### src/rtl/instr_mem_loader.sv
// Streams 32-bit program words into a byte-wide instruction RAM, little-endian, 4 writes per word.
// Optional INSTR_MEM_LOADER_CHECKSUM_EN adds a running word checksum and expected_sum compare.
module instr_mem_loader #(
  parameter int unsigned MEM_BYTES = 1024,
  parameter int unsigned CNT_W     = 9
) (
  input  logic             clk,
  input  logic             rst,
  input  logic             start,
  input  logic [31:0]      base_addr,
  input  logic [CNT_W-1:0] word_count,
  input  logic             in_valid,
  input  logic [31:0]      in_data,
  output logic             in_ready,
  output logic             mem_we,
  output logic [31:0]      mem_addr,
  output logic [7:0]       mem_wdata,
  output logic             busy,
  output logic             done,
`ifdef INSTR_MEM_LOADER_CHECKSUM_EN
  output logic [31:0]      checksum,
  input  logic [31:0]      expected_sum,
`endif
  output logic             error
);

  typedef enum logic [1:0] {StIdle, StWaitWord, StWrite, StDone} state_e;

  state_e           state_q, state_d;
  logic             in_ready_q, in_ready_d;
  logic             mem_we_q, mem_we_d;
  logic [31:0]      mem_addr_q, mem_addr_d;
  logic [7:0]       mem_wdata_q, mem_wdata_d;
  logic             busy_q, busy_d;
  logic             done_q, done_d;
  logic             error_q, error_d;
  logic [31:0]      addr_q, addr_d;
  logic [CNT_W-1:0] remaining_q, remaining_d;
  logic [31:0]      word_q, word_d;
  logic [1:0]       idx_q, idx_d;
`ifdef INSTR_MEM_LOADER_CHECKSUM_EN
  logic [31:0]      checksum_q, checksum_d;
  logic [31:0]      exp_sum_q, exp_sum_d;
`endif

  logic [33:0] end_addr;
  logic [1:0]  idx_nxt;
  logic [7:0]  byte_nxt;

  // 34-bit sum so a huge base_addr cannot wrap past the bounds check
  assign end_addr = {2'b00, base_addr} + {{(32 - CNT_W){1'b0}}, word_count, 2'b00};
  assign idx_nxt  = idx_q + 2'd1;

  always_comb begin
    byte_nxt = word_q[7:0];
    unique case (idx_nxt)
      2'd0: byte_nxt = word_q[7:0];
      2'd1: byte_nxt = word_q[15:8];
      2'd2: byte_nxt = word_q[23:16];
      2'd3: byte_nxt = word_q[31:24];
      default: byte_nxt = word_q[7:0];
    endcase
  end

  always_comb begin
    state_d     = state_q;
    in_ready_d  = 1'b0;
    mem_we_d    = 1'b0;
    mem_addr_d  = mem_addr_q;
    mem_wdata_d = mem_wdata_q;
    busy_d      = busy_q;
    done_d      = 1'b0;
    error_d     = error_q;
    addr_d      = addr_q;
    remaining_d = remaining_q;
    word_d      = word_q;
    idx_d       = idx_q;
`ifdef INSTR_MEM_LOADER_CHECKSUM_EN
    checksum_d  = checksum_q;
    exp_sum_d   = exp_sum_q;
`endif

    unique case (state_q)
      StIdle: begin
        if (start) begin
          if (base_addr[1:0] != 2'b00 || end_addr > 34'(MEM_BYTES)) begin
            error_d = 1'b1;
          end else if (word_count == '0) begin
            done_d  = 1'b1;
            error_d = 1'b0;
`ifdef INSTR_MEM_LOADER_CHECKSUM_EN
            checksum_d = '0;
            exp_sum_d  = expected_sum;
            error_d    = (expected_sum != 32'd0);
`endif
          end else begin
            addr_d      = base_addr;
            remaining_d = word_count;
            error_d     = 1'b0;
            busy_d      = 1'b1;
            in_ready_d  = 1'b1;
            state_d     = StWaitWord;
`ifdef INSTR_MEM_LOADER_CHECKSUM_EN
            checksum_d = '0;
            exp_sum_d  = expected_sum;
`endif
          end
        end
      end
      StWaitWord: begin
        in_ready_d = 1'b1;
        if (in_valid && in_ready_q) begin
          in_ready_d  = 1'b0;
          word_d      = in_data;
          idx_d       = 2'd0;
          mem_we_d    = 1'b1;
          mem_addr_d  = addr_q;
          mem_wdata_d = in_data[7:0];
          state_d     = StWrite;
`ifdef INSTR_MEM_LOADER_CHECKSUM_EN
          checksum_d = checksum_q + in_data;
`endif
        end
      end
      StWrite: begin
        if (idx_q != 2'd3) begin
          idx_d       = idx_nxt;
          mem_we_d    = 1'b1;
          mem_addr_d  = addr_q + {30'd0, idx_nxt};
          mem_wdata_d = byte_nxt;
        end else begin
          addr_d      = addr_q + 32'd4;
          remaining_d = remaining_q - 1'b1;
          if (remaining_q == CNT_W'(1)) begin
            done_d  = 1'b1;
            busy_d  = 1'b0;
            state_d = StDone;
`ifdef INSTR_MEM_LOADER_CHECKSUM_EN
            if (checksum_q != exp_sum_q) error_d = 1'b1;
`endif
          end else begin
            in_ready_d = 1'b1;
            state_d    = StWaitWord;
          end
        end
      end
      StDone: begin
        state_d = StIdle;
      end
      default: begin
        state_d = StIdle;
      end
    endcase
  end

  always_ff @(posedge clk or posedge rst) begin
    if (rst) begin
      state_q     <= StIdle;
      in_ready_q  <= 1'b0;
      mem_we_q    <= 1'b0;
      mem_addr_q  <= '0;
      mem_wdata_q <= '0;
      busy_q      <= 1'b0;
      done_q      <= 1'b0;
      error_q     <= 1'b0;
      addr_q      <= '0;
      remaining_q <= '0;
      word_q      <= '0;
      idx_q       <= '0;
`ifdef INSTR_MEM_LOADER_CHECKSUM_EN
      checksum_q  <= '0;
      exp_sum_q   <= '0;
`endif
    end else begin
      state_q     <= state_d;
      in_ready_q  <= in_ready_d;
      mem_we_q    <= mem_we_d;
      mem_addr_q  <= mem_addr_d;
      mem_wdata_q <= mem_wdata_d;
      busy_q      <= busy_d;
      done_q      <= done_d;
      error_q     <= error_d;
      addr_q      <= addr_d;
      remaining_q <= remaining_d;
      word_q      <= word_d;
      idx_q       <= idx_d;
`ifdef INSTR_MEM_LOADER_CHECKSUM_EN
      checksum_q  <= checksum_d;
      exp_sum_q   <= exp_sum_d;
`endif
    end
  end

  assign in_ready  = in_ready_q;
  assign mem_we    = mem_we_q;
  assign mem_addr  = mem_addr_q;
  assign mem_wdata = mem_wdata_q;
  assign busy      = busy_q;
  assign done      = done_q;
  assign error     = error_q;
`ifdef INSTR_MEM_LOADER_CHECKSUM_EN
  assign checksum  = checksum_q;
`endif

endmodule

### config.mk
export PLATFORM = sky130hd
export DESIGN_NAME = instr_mem_loader
export DESIGN_NICKNAME = d
export VERILOG_FILES = /design/src/rtl/instr_mem_loader.sv
export SDC_FILE = /design/constraint.sdc
export NUM_CORES = 1
export LEC_CHECK = 0
export ABC_AREA = 1
export BUFFER_PORTS_ARGS = -buffer_cell sky130_fd_sc_hd__buf_4
export CORE_ASPECT_RATIO = 0.5
export CORE_MARGIN = 2
export CORE_UTILIZATION = 30
export DETAILED_ROUTE_END_ITERATION = 10
export PLACE_DENSITY_LB_ADDON = 0.15
export SYNTH_ARGS = -nofsm -noshare
export SYNTH_HDL_FRONTEND = slang
export SYNTH_SLANG_ARGS = --single-unit
### constraint.sdc
create_clock -name clk -period 3.8 [get_ports clk]
set_input_delay 0.57 -clock clk [delete_from_list [all_inputs] [get_ports clk]]
set_output_delay 0.57 -clock clk [all_outputs]
set_load 0.02 [all_outputs]
==> impl_metrics.csv <==
group,metric,value,unit
yosys,async_flop_share,1.00,
global_routing,grt_overflow,0,
global_routing,antenna_found_initial,0,
sta,layout_min_cycle_time,3.08,ns
run_status,status,"completed",
yosys,yosysTopAreaCellShare,0.377,
yosys,yosysMostFrequentCell,"nand2_1",
yosys,synth.top_cells.by_count,"nand2_1 (306), dfrtp_1 (122), nor2_1 (113), inv_1 (107), nand3_1 (81)",
setup_path,cpMaxStageDelayCell,"fa_1",
job,maxCapViolations,0,
sta,hold_viol,0,
clocking,ctsResizeCount,0,
power,power_density,722,nW/um^2
placed_design,numPortBuffers,121,
placed_design,dp.cells,1561,
yosys,synthFlopType,"dfrtp_1",
clocking,clk_latency,0.42,ns
sta,timing.fmax,325,MHz
setup_path,cp_top_family,"simple AND/OR/NAND/NOR gates",
setup_path,cp-start-kind,"input pin",
clocking,cts_tree,"yes",
placed_design,globalplace.congestion,0.910,
routing,routed_wirelength,26200,um
sta,tightest_slew,0.782,ns
sta,slew-limit-headroom,0.474,
floorplan,ioPinCount,122,
setup_path,cp_num_buf_inv,4,
setup_path,endpoint_kind,"flip-flop",
floorplan,dieWidth,236,um
setup_path,crit_chain,"buf_4, ha_1, fa_1, or2_2, a21oi_1, nand2_1, inv_1, nand2_1, nor2_1, nand2_1, nand2_1, nand2_1, nor2_1, nand3_1, o21bai_4, buf_4, nand3_1, nand2_1, inv_1",
floorplan,core_area,26500,um^2
yosys,synth_seq_cells,122,
yosys,yosys.area.top_type,"dfrtp_1",
yosys,synth_area_leaders,"dfrtp_1 (38%), nand2_1 (14%), nor2_1 (5.2%)",
power,leakagePower,4.88,nW
placed_design,dp_hpwl,19900,um
power,vdd_ir_drop_max,0.312,mV
clocking,cts.sinks,122,
routing,ant_nets,0,
yosys,syn_area_per_cell,7.26,um^2
setup_path,critical_path_required,4.10,ns
routing,viasPerCell,4.87,
clocking,cts-root-buf,"clkbuf_16",
global_routing,grt_max_degree,91,
power,power.total,7.24,mW
clocking,clk_path_buf_depth,2,
yosys,yosys_warnings,0,
global_routing,grt_pass1_vias,7490,
yosys,synthCells,1117,
setup_path,arrival,3.38,ns
final_layout,drive_gt1_frac,0.174,
setup_path,path_class,"input pin to flip-flop",
floorplan,core.rowCount,42,
floorplan,die_y,120,um
routing,vias,7763,
routing,drtIter0Drc,547,
yosys,synth_edf_count,0,
setup_path,r2r_slack,0.88,ns
clocking,cts_buffers,17,
yosys,seq_area_frac_synth,0.377,
routing,drc_errors,0,
yosys,synthesis.area,8110,um^2
routing,first_pass_iters,5,
final_layout,fin_cells,1593,
final_layout,area_growth,23.6,%
routing,wl_per_cell,16.4,um
setup_path,slowest_delay,0.46,ns
clocking,clk_pin_slew,0.06,ns
global_routing,grt_pass1_wl,41500,um
yosys,ys_types,42,
sta,finalSetupViolCount,0,
global_routing,grt_usage,0.187,
floorplan,die_area,28400,um^2
sta,finClkSkew,0.0135,ns
setup_path,path_common_cell,"nand2_1",
min_path,min_path_type,"input pin to asynchronous set/reset pin",
final_layout,diodes,0,
clocking,htreeDepth,4,
sta,rsz0062_at_grt,"no",
setup_path,cp_max_fo,15,
final_layout,layout.nets,1329,
sta,fin_crit_sh,0.810,
clocking,cts_setup_buffers,0,
clocking,hold_buffers,0,
sta,drv_slew,0,
floorplan,start_util,0.306,
yosys,syn_nets,1218,
sta,final.setup.tns,0,ns
-- worst reg2reg max path, cell delays in order, from the launching register on --
cell      delay (ns)
dfrtp_1         0.43
inv_1           0.10
ha_2            0.19
clkinv_1        0.47
nor2_1          0.44
inv_1           0.22
nor2_1          0.34
nand4_1         0.24
xor2_1          0.24
o21ai_0         0.10
-- kinds of logic (layout without fill, tap and decap cells) --
group | after synthesis | in the layout | synth area share
multiplexers | 42 | 42 | 0.0568
XOR/XNOR | 43 | 43 | 0.0465
flip-flops | 122 | 122 | 0.377
AO/OA/AOI/OAI | 171 | 171 | 0.112
AND/OR/NAND/NOR | 566 | 566 | 0.296
adder cells (fa/ha/maj) | 24 | 24 | 0.0389
buffers and inverters | 149 | 273 | 0.0725
-- registers in the layout, summed over array words and instances, names as in the netlist, 2 cells and up --
signal       cells
addr_q          32
remaining_q      9
mem_addr        32
idx_q            2
mem_wdata        8
state_q          2
word_q          32
-- layout by cell type (no fill, tap or decap), types with 5 or more instances in the layout --
master,count
a21oi_1,56
a31oi_1,12
buf_4,129
clkbuf_16,17
dfrtp_1,122
ha_1,21
inv_1,106
mux2_2,32
mux2i_1,10
nand2_1,305
nand3_1,81
nand4_1,20
nor2_1,113
nor3_1,17
o21ai_0,65
o21ai_1,29
or2_2,5
xnor2_1,12
xor2_1,31
-- power by group --
group	total [mW]	internal (mW)	switching (mW)
clock	1.74	1.13	0.606
sequential	2.39	1.87	0.520
combinational	3.11	1.20	1.91
-- per-stage QoR --
| stage | hold WS [ns] | setup slack, ns | util | area, um^2 |
|---|---|---|---|---|
| CTS | 0.302 | 0.741 | 0.378 | 10000 |
| finish | 0.284 | 0.724 | 0.378 | 10000 |
| detailed placement | 0.475 | 0.311 | 0.355 | 9390 |
| global placement | 0.466 | 0.307 | 0.355 | 9390 |
| floorplan | 0.465 | 0.839 | - | 8110 |
| global route | 0.333 | 0.543 | 0.378 | 10000 |
-- routing by layer --
layer	up-vias	global-route usage	wire, um	share of wire
li1	3879	-	-	-
met2	168	0.299	11800	0.45
met5	-	0	0	0
met4	0	0.0558	401	0.015
met3	28	0.0258	971	0.037
met1	3688	0.265	13000	0.50
-- worst paths after layout --
| kind | depth (start not counted) | endpoint | from |
|---|---|---|---|
| max | 19 | addr_q[1]$_DFFE_PP0P_ | base_addr[2] |
| min | 2 | word_q[9]$_DFFE_PP0P_ | rst |
| max reg2reg | 9 | mem_addr[29]$_DFFE_PP0P_ | state_q[0]$_DFFE_PP0P_ |
| min reg2reg | 2 | mem_wdata[4]$_DFFE_PP0P_ | mem_wdata[4]$_DFFE_PP0P_ |
| max in group asynchronous | 3 | addr_q[22]$_DFFE_PP0P_ | rst |
| min in group clk | 2 | word_q[8]$_DFFE_PP0P_ | in_data[8] |
-- layout make-up --
cell class | count | area (um^2)
inverters | 110 | 417
clock buffers | 21 | 460
flip-flops and latches | 122 | 3050
fillers | 2808 | 16500
clock inverters | 11 | 169
multi-input cells | 846 | 4470
well taps | 352 | 440
repair buffers | 131 | 1010
No activity file was read; power rests on OpenSTA's default activity.
